[config.mk]
export PLATFORM = sky130hd
export DESIGN_NAME = uart_tx_ctrl
export DESIGN_NICKNAME = d
export VERILOG_FILES = /design/src/rtl/uart_tx_pkg.sv /design/src/rtl/uart_bit_counter.sv /design/src/rtl/uart_tx_ctrl.sv
export SDC_FILE = /design/constraint.sdc
export NUM_CORES = 1
export LEC_CHECK = 0
export CORE_AREA = 2 2 39 41
export DETAILED_ROUTE_END_ITERATION = 6
export DIE_AREA = 0 0 41 43
export PLACE_DENSITY_LB_ADDON = 0.1
export SYNTH_ARGS = -nofsm -noshare
export SYNTH_HDL_FRONTEND = slang
export SYNTH_SLANG_ARGS = --single-unit
[constraint.sdc]
create_clock -name clk -period 3.2 [get_ports clk]
set_clock_uncertainty 0.15 [all_clocks]
set_input_delay 0.32 -clock clk [delete_from_list [all_inputs] [get_ports clk]]
set_output_delay 0.32 -clock clk [all_outputs]
set_load 0.02 [all_outputs]
[src/rtl/uart_tx_pkg.sv]
// uart_tx_pkg: shared definitions for the UART transmit path.
//   - tx_state_t : frame sequencer state encoding
//   - MUX_*      : TX line select encodings driven on mux_sel
//   - cnt_width(): bit counter width for a given frame width (minimum 1)
//   - CNT_W      : counter width for the default 8-bit frame
package uart_tx_pkg;

   typedef enum logic [2:0] {
      ST_IDLE   = 3'd0,
      ST_START  = 3'd1,
      ST_DATA   = 3'd2,
      ST_PARITY = 3'd3,
      ST_STOP   = 3'd4
   } tx_state_t;

   localparam logic [1:0] MUX_START  = 2'b00;   // line driven low
   localparam logic [1:0] MUX_STOP   = 2'b01;   // line driven high (idle/stop)
   localparam logic [1:0] MUX_DATA   = 2'b10;   // serializer output bit
   localparam logic [1:0] MUX_PARITY = 2'b11;   // parity calculator bit

   localparam int DATA_WIDTH_DEF = 8;

   // A 1-bit frame still needs a 1-bit counter, so clamp at 1.
   function automatic int cnt_width(input int dw);
      return (dw > 1) ? $clog2(dw) : 1;
   endfunction

   localparam int CNT_W = cnt_width(DATA_WIDTH_DEF);

endpackage

[src/rtl/uart_bit_counter.sv]
// uart_bit_counter: data-bit counter for the frame sequencer.
//   clk   : system clock
//   rst   : synchronous active-high reset (count -> 0)
//   clr   : synchronous clear, takes priority over en
//   en    : advance count by one
//   cnt   : current count
//   tc    : terminal count, high while cnt == data_width-1
module uart_bit_counter
   import uart_tx_pkg::*;
#(
   parameter int data_width = DATA_WIDTH_DEF,
   parameter int cnt_w      = cnt_width(data_width)
) (
   input  logic             clk,
   input  logic             rst,
   input  logic             clr,
   input  logic             en,
   output logic [cnt_w-1:0] cnt,
   output logic             tc
);

   localparam logic [cnt_w-1:0] LAST = cnt_w'(data_width - 1);

   always_ff @(posedge clk) begin
      if (rst || clr) begin
         cnt <= '0;
      end else if (en) begin
         cnt <= cnt + cnt_w'(1);
      end
   end

   assign tc = (cnt == LAST);

endmodule

[src/rtl/uart_tx_ctrl.sv]
// uart_tx_ctrl: UART transmit frame sequencer. One bit period per clk cycle.
// Steps start, data_width data bits, optional parity and stop bit.
//   clk        : system clock
//   rst        : synchronous active-high reset
//   data_valid : upstream word valid (p_data stable while high)
//   par_en     : parity enable, captured at acceptance
//   busy       : frame in progress (low only in IDLE)
//   ser_load   : serializer load / accept strobe (Mealy)
//   ser_en     : serializer shifts one bit this cycle
//   mux_sel    : TX line select (see MUX_* in uart_tx_pkg)
module uart_tx_ctrl
   import uart_tx_pkg::*;
#(
   parameter int data_width = DATA_WIDTH_DEF
) (
   input  logic       clk,
   input  logic       rst,
   input  logic       data_valid,
   input  logic       par_en,
   output logic       busy,
   output logic       ser_load,
   output logic       ser_en,
   output logic [1:0] mux_sel
);

   localparam int CW = cnt_width(data_width);

   tx_state_t       state_q, state_d;
   logic            par_en_q;
   logic [CW-1:0]   bit_cnt;
   logic            bit_tc;
   logic            cnt_clr;
   logic            cnt_en;
   logic            accept;

   // Reset wins over a same-cycle data_valid, so the strobe is gated by rst.
   assign accept = data_valid && (state_q == ST_IDLE) && !rst;

   // Clearing at the last data bit keeps the counter at 0 outside DATA
   // and guarantees it never wraps within a frame.
   assign cnt_en  = (state_q == ST_DATA);
   assign cnt_clr = (state_q != ST_DATA) || bit_tc;

   uart_bit_counter #(
      .data_width (data_width),
      .cnt_w      (CW)
   ) u_bit_cnt (
      .clk (clk),
      .rst (rst),
      .clr (cnt_clr),
      .en  (cnt_en),
      .cnt (bit_cnt),
      .tc  (bit_tc)
   );

   always_ff @(posedge clk) begin
      if (rst) begin
         state_q  <= ST_IDLE;
         par_en_q <= 1'b0;
      end else begin
         state_q <= state_d;
         if (accept) begin
            par_en_q <= par_en;
         end
      end
   end

   always_comb begin
      state_d  = ST_IDLE;
      busy     = 1'b0;
      ser_en   = 1'b0;
      mux_sel  = MUX_STOP;
      ser_load = accept;
      case (state_q)
         ST_IDLE: begin
            state_d = accept ? ST_START : ST_IDLE;
         end
         ST_START: begin
            busy    = 1'b1;
            mux_sel = MUX_START;
            state_d = ST_DATA;
         end
         ST_DATA: begin
            busy    = 1'b1;
            ser_en  = 1'b1;
            mux_sel = MUX_DATA;
            if (bit_tc) begin
               state_d = par_en_q ? ST_PARITY : ST_STOP;
            end else begin
               state_d = ST_DATA;
            end
         end
         ST_PARITY: begin
            busy    = 1'b1;
            mux_sel = MUX_PARITY;
            state_d = ST_STOP;
         end
         ST_STOP: begin
            busy    = 1'b1;
            mux_sel = MUX_STOP;
            state_d = ST_IDLE;
         end
         default: begin
            // Unreachable encodings: drive idle outputs and recover.
            state_d  = ST_IDLE;
            ser_load = 1'b0;
         end
      endcase
   end

endmodule

After elaboration in Yosys (flattened, before gate mapping)
Index checks and enable logic that the tools add are counted.
{"block": "classes", "add_sub_neg": 1, "eq_ne": 6, "mux": 8, "reduce_logical": 8}
{"cell": "$pmux 3 s4", "n": 1}
{"cell": "$eq 3x2->1 const B", "n": 2}
{"cell": "$eq 3x3->1 const B", "n": 2}
{"cell": "$mux 3", "n": 2}
{"cell": "$pmux 2 s3", "n": 1}
{"cell": "$reduce_or 5->1", "n": 1}
{"cell": "$mux 1", "n": 4}
{"cell": "$reduce_or 4->1", "n": 1}
{"cell": "$add 3x1->3 const B", "n": 1}
{"cell": "$eq 3x1->1 const B", "n": 1}
{"cell": "$logic_not 3->1", "n": 1}
{"cell": "$ne 3x2->1 const B", "n": 1}
{"cell": "$logic_and 1x1->1", "n": 2}
{"cell": "$logic_or 1x1->1", "n": 2}
{"cell": "$logic_not 1->1", "n": 1}
{"block": "word_totals", "regBits": 7, "in_bits": 4, "out_inout_bits": 5, "word_cells": 26}

Depth between registers and ports, before layout
Gate-level depths: netlist (run 1).
{"block": "logic_depth", "depth_word": 5, "depth_mapped": 5}

By module
From an unflattened synthesis (run 1), not the netlist that was laid out.
{"block": "unflattened", "hier_cells": 38, "area_unflattened_um2": 375.4}
{"module": "uart_tx_ctrl", "n_inst": 1, "cells_per_inst": 27, "area_each_um2": 241.5}
{"module": "uart_bit_counter", "n_inst": 1, "cells_per_inst": 11, "area_each_um2": 133.9}

Worst setup path before layout (run 1)
No wires, ideal clock.
{"block": "synth_path", "kind": "register to output", "start": "register state_q[1]", "end": "output busy", "t_arrival_ns": 0.883, "path_slack_ns": 1.847, "path_stages_with_launch": 3, "path_cell_list": "dfxtp_1 -> nor2_1 -> xnor2_1"}
{"block": "synth_via", "elab_chain_cells": 3}
{"item": "from (decl)", "line": "uart_tx_ctrl.sv:28", "rtl": "tx_state_t state_q, state_d;"}
{"item": "from (signal assigned)", "line": "uart_tx_ctrl.sv:61", "rtl": "state_q <= state_d;"}
{"item": "$eq 3x2->1 (tied with other cells)", "line": "uart_tx_ctrl.sv:74", "rtl": "case (state_q)"}
{"item": "$reduce_or 4->1 (no line) (*)"}
{"item": "$mux 1 (*)", "line": "uart_tx_ctrl.sv:74"}
{"item": "to (decl)", "line": "uart_tx_ctrl.sv:20", "rtl": "output logic busy,"}
Every way passes the cells marked *; elsewhere a longest branch is shown, timed or not.

Worst setup path after layout (run 1)
{"block": "layout_path", "start": "input rst", "end": "output ser_load"}
{"block": "layout_via", "elab_chain_cells": 3}
{"item": "from (decl)", "line": "uart_tx_ctrl.sv:17", "rtl": "input logic rst,"}
{"item": "$logic_not 1->1", "line": "uart_tx_ctrl.sv:37", "rtl": "assign accept = data_valid && (state_q == ST_IDLE) && !rst;"}
{"item": "$logic_and 1x1->1", "line": "uart_tx_ctrl.sv:37"}
{"item": "$mux 1", "line": "uart_tx_ctrl.sv:74"}
{"item": "to (decl)", "line": "uart_tx_ctrl.sv:21", "rtl": "output logic ser_load,"}
Every way passes these cells.

==> results of run 1 <==
cells in the final DEF, fill, tap and decap left out:
cell type	n
clkdlybuf4s50_1	8
dfxtp_1	7
nor2_1	4
nor2b_1	3
and2_1	3
clkbuf_4	3
ha_1	2
nand2b_2	1
nand2b_1	1
a21o_1	1
xnor2_1	1
and3_1	1
o21ai_0	1
and2b_1	1
a31oi_1	1
nor4_1	1
nor4_2	1
o211a_1	1
nor4b_2	1
mux2i_1	1
clkbuf_1	1
layer usage:
metal	share of wire (%)	up-vias	wire length, microns	GRT usage, %
met5	0	-	0	0
met4	4.5	0	27	10.0
met3	3.8	4	23	3.14
met2	49	7	291	12.8
met1	43	117	256	11.0
li1	-	135	-	-
stage by stage:
| stage | instance area [sq um] | setup slack [ns] | power [mW] | std cells |
|---|---|---|---|---|
| after floorplan | 339 | 1.85 | 0.120 | 33 |
| after global routing | 454 | 0.902 | 0.231 | 60 |
| final | 454 | 0.957 | 0.215 | 60 |
| after global placement | 428 | 0.970 | 0.138 | 56 |
| after detailed placement | 428 | 0.947 | 0.139 | 56 |
| after CTS | 454 | 0.950 | 0.221 | 60 |
worst max-delay path by stage:
| stage | from | to | slack, ns | depth (start not counted) |
|---|---|---|---|---|
| 2_1_floorplan | state_q[1] | busy | 1.85 | 2 |
| 3_3_place_gp | rst | ser_load | 0.97 | 4 |
| 3_5_place_dp | rst | ser_load | 0.95 | 4 |
| 4_1_cts | rst | ser_load | 0.95 | 4 |
| 5_1_grt | rst | ser_load | 0.90 | 4 |
| 6_report | rst | ser_load | 0.96 | 4 |
cell families after synthesis:
| logic type | after synthesis | synth area share [%] |
|---|---|---|
| AO/OA/AOI/OAI | 4 | 8.49 |
| XOR/XNOR | 1 | 2.58 |
| adder cells (fa/ha/maj) | 2 | 7.38 |
| buffers and inverters | 1 | 3.32 |
| flip-flops | 7 | 41.3 |
| multiplexers | 1 | 2.95 |
| AND/OR/NAND/NOR | 17 | 34.0 |
report_power, final:
| part | total, mW | leakage [nW] | switching (mW) | internal [mW] |
|---|---|---|---|---|
| Clock | 0.0783 | 0.0150 | 0.0308 | 0.0475 |
| Combinational | 0.0409 | 0.133 | 0.0181 | 0.0228 |
| Sequential | 0.0957 | 0.0570 | 0.00481 | 0.0909 |
sequential cells by signal, indices dropped and copies added (netlist names):
signal         cells
u_bit_cnt.cnt      3
par_en_q           1
state_q            3
area by class of cell:
type / instances / area [sq um] / area share [%]
multi-input cells: 25 / 188 / 41.3
flip-flops and latches: 7 / 140 / 30.9
repair buffers: 8 / 80.1 / 17.6
clock buffers: 4 / 26.3 / 5.79
well taps: 16 / 20.0 / 4.41
==> results.tsv, run 1 <==
metric	value	unit
WHS Path Cells	1	
Fmax	446	MHz
worst r2r src	u_bit_cnt.cnt[0]	
final worst path period share	70.1	%
remaining antenna violation count	0	
gr usage total	9.67	%
Yosys reg bits	7	
Hold WC Path Type	reg -> reg	
DRT Wirelength	598	microns
Routed WL per cell	9.97	microns
EDFF count, synth	0	
Crit-path slowest cell	clkdlybuf4s50_1	
crit-path max cell delay	0.59	ns
Mapped Area	339	sq um
vias in the first global route	263	
Chip Width	41	microns
CP Cell Sequence	clkdlybuf4s50_1 > nor2_1 > and3_1 > clkdlybuf4s50_1	
crit path kind	in -> out	
Longest Clk Path Bufs	2	
status	finished, final reports clean	
Avg Cell Area, Syn	10.3	sq um
antenna violations before repair	0	
largest net degree at the start of global routing	9	
post-DR vias/cell	4.38	
critical-path maximum fanout	4	
Buf/Inv on CP	2	
Leakage	0.205	nW
H-tree depth	1	
FILL cells	146	
vias	263	
Setup TNS	0	ns
post-route minimum period	2.24	ns
core box area	1380	sq um
Setup crit end kind	output pin	
Slew Limit Fails	0	
Nets	51	
Yosys Warn Count	0	
syn nets	39	
worst r2r dst	u_bit_cnt.cnt[0]	
first-pass iteration count of the detailed router	1	
clk root buf	clkbuf_4	
gpl congestion	0.623	
TritonCTS buffer count	3	
Starting Density	24.5	%
post-CTS setup buffer count	0	
count leader, synth	dfxtp_1	
I/O pins	9	
post-synth top area cell	dfxtp_1	
hold_buf cts	0	
worst hold start	u_bit_cnt.cnt[0]	
Fin. Hold Viols	0	
Commonest cells post-synth	dfxtp_1 (7), nor2_1 (4), and2_1 (3), nor2b_1 (3), ha_1 (2)	
CP arrival	1.77	ns
Finish-stage setup viols	0	
starting DRC count in detailed routing	0	
Inserted Diodes	0	
top post-synthesis cells by area	dfxtp_1 (41%), ha_1 (7.4%), and2_1 (5.5%), nor2b_1 (5.5%), nor2_1 (4.4%)	
R2R setup slack	1.73	ns
die height	43	microns
Gate Count Post-Synth	33	
R2R depth	4	
Worst Tran Pin Value	0.333	ns
Max IR drop VDD	178	uV
part of the Yosys area used for sequential elements	41.3	%
Area growth syn-to-layout	33.9	%
Async SR Flop Fraction	0	%
post-layout util	32.8	%
unrepaired setup endpoints after global routing	false	
grt total ovfl	0	
Port Buffers	8	
Top Family by Delay on Critical Path	buffers and inverters	
CP dominant cell by count	clkdlybuf4s50_1	
share of cells above drive strength 1	13.6	%
Worst Hold End	u_bit_cnt.cnt[0]	
CTS tree	built	
top cell type's share of synthesized area	41.3	%
post-CTS sizing	0	
Worst-Skew Late Latency	0.25	ns
Row Count	14	
Crit path required time	2.73	ns
drt drc	0	
post-synthesis cell type count	19	
Main synth FF type	dfxtp_1	
CP Launch Type	primary input	
Reg clk slew, reported paths	0.05	ns
hpwl dp	493	microns
first-pass GRT wire length	1060	microns
WHS	0.269	ns
Max-slew headroom	77.7	%
Max Cap Viol	0	
# clock sinks	7	
P per Cell Area	473	nW/um^2
die area	1760	sq um
No activity file was read; power rests on OpenSTA's default activity.
==> run 2: changes to the inputs <==
clock period = 1.9 ns   (was 3.2 ns; I/O delays follow)
==> results.tsv, run 2 (synthesis gave the netlist of run 1 again) <==
metric	value	unit
most frequent cells in the layout	nor2_1 (4), clkdlybuf4s50_1 (4), dfxtp_1 (4)	
first-pass GRT wire length	972	microns
hold_buf cts	0	
unrepaired setup endpoints after global routing	false	
Row Count	14	
Layout Cells excl Fill	62	
vias	277	
post-DR vias/cell	4.47	
CP Launch Type	register	
switch share	24.5	%
crit path kind	reg -> out	
Hold WC Path Type	reg -> reg	
crit-path max cell delay	0.60	ns
FILL cells	157	
clock share of power	35.9	%
Fmax	579	MHz
Chip Width	41	microns
cell internal pwr	0.272	mW
CP Cell Sequence	nor2b_1 > clkdlybuf4s50_1	
Worst-Skew Late Latency	0.24	ns
Crit path required time	1.56	ns
starting DRC count in detailed routing	1	
die area	1760	sq um
gr usage total	8.76	%
Setup TNS	0	ns
TritonCTS buffer count	3	
Top Family by Delay on Critical Path	buffers and inverters	
post-route minimum period	1.73	ns
first-pass iteration count of the detailed router	3	
Worst Tran Pin Value	0.279	ns
Leakage	0.254	nW
Sequential Power Share	45.0	%
CTS tree	built	
DRT Wirelength	628	microns
Reg clk slew, reported paths	0.05	ns
hpwl dp	494	microns
Top Registers	state_q x3, u_bit_cnt.cnt x3, par_en_q x1	
largest net degree at the start of global routing	9	
H-tree depth	1	
Area growth syn-to-layout	41.3	%
Routed WL per cell	10.1	microns
Switch Pwr	0.0886	mW
clk root buf	clkbuf_4	
drt drc	0	
Starting Density	24.5	%
Setup crit end kind	output pin	
gpl congestion	0.649	
Cell Count Post-Placement	58	
die height	43	microns
Slew Limit Fails	0	
Comb pwr share	19.1	%
vias in the first global route	225	
I/O pins	9	
Fin. Hold Viols	0	
Max IR drop VDD	301	uV
share of cells above drive strength 1	23.9	%
CP arrival	1.39	ns
grt total ovfl	0	
post-CTS setup buffer count	0	
Finish-stage setup viols	0	
Longest Clk Path Bufs	2	
Nets	53	
Max Cap Viol	0	
Port Buffers	8	
final worst path period share	90.9	%
post-route cell area	479	sq um
status	finished, final reports clean	
# clock sinks	7	
Inserted Diodes	0	
P per Cell Area	753	nW/um^2
Area after DPL	443	sq um
post-CTS sizing	3	
antenna violations before repair	0	
core box area	1380	sq um
remaining antenna violation count	0	
Crit-path slowest cell	clkdlybuf4s50_1	
Buf/Inv on CP	1	
critical-path maximum fanout	8	
Max-slew headroom	81.2	%
## run 2: cell types whose count changed in the layout (fill, tap and decap cells not counted), sizes merged
| cell | delta |
|---|---|
| dlymetal6s2s | +3 |
| dlygate4sd2 | +1 |
| buf | +2 |
| clkdlybuf4s50 | -4 |
## run 2: final cells by class
type                    count  area [sq um]  share of cell area [%]
repair buffers             10           101                    21.1
multi-input cells          25           188                    39.2
flip-flops and latches      7           144                    30.0
clock buffers               4          26.3                    5.48
well taps                  16          20.0                    4.18
## run 2: routing by layer
| layer | share of wire [%] | track usage [%] |
|---|---|---|
| met5 | 0 | 0 |
| met4 | 0 | 8.00 |
| met3 | 5.7 | 3.14 |
| met2 | 55 | 12.8 |
| met1 | 39 | 9.09 |
## run 2: power groups by stage
| stage | registers [mW] | logic (mW) | clock network, mW |
|---|---|---|---|
| after floorplan | 0.162 | 0.0406 | 0 |
| after global placement | 0.164 | 0.0716 | 0 |
| after detailed placement | 0.165 | 0.0721 | 0 |
| after CTS | 0.162 | 0.0712 | 0.141 |
| after global routing | 0.164 | 0.0752 | 0.152 |
| final | 0.162 | 0.0690 | 0.130 |
## run 2: through the flow
stage	worst slack, ns	hold slack, ns	util [%]	power, mW
global placement	0.0313	0.263	32.0	0.236
detailed placement	0.0274	0.266	32.0	0.237
floorplan	0.581	0.112	-	0.202
finish	0.174	0.269	34.6	0.361
CTS	0.0190	0.275	34.0	0.375
global route	0.0795	0.294	34.6	0.391
## run 2: path summary, 6_finish.rpt
| path | startpoint | to | slack (ns) | cells after the start |
|---|---|---|---|---|
| worst min register to register | u_bit_cnt.cnt[0] | u_bit_cnt.cnt[0] | 0.27 | 1 |
| worst min-delay path | u_bit_cnt.cnt[0] | u_bit_cnt.cnt[0] | 0.27 | 1 |
| worst max-delay path | state_q[1] | mux_sel[1] | 0.17 | 2 |
| worst max register to register | u_bit_cnt.cnt[0] | u_bit_cnt.cnt[0] | 0.48 | 4 |
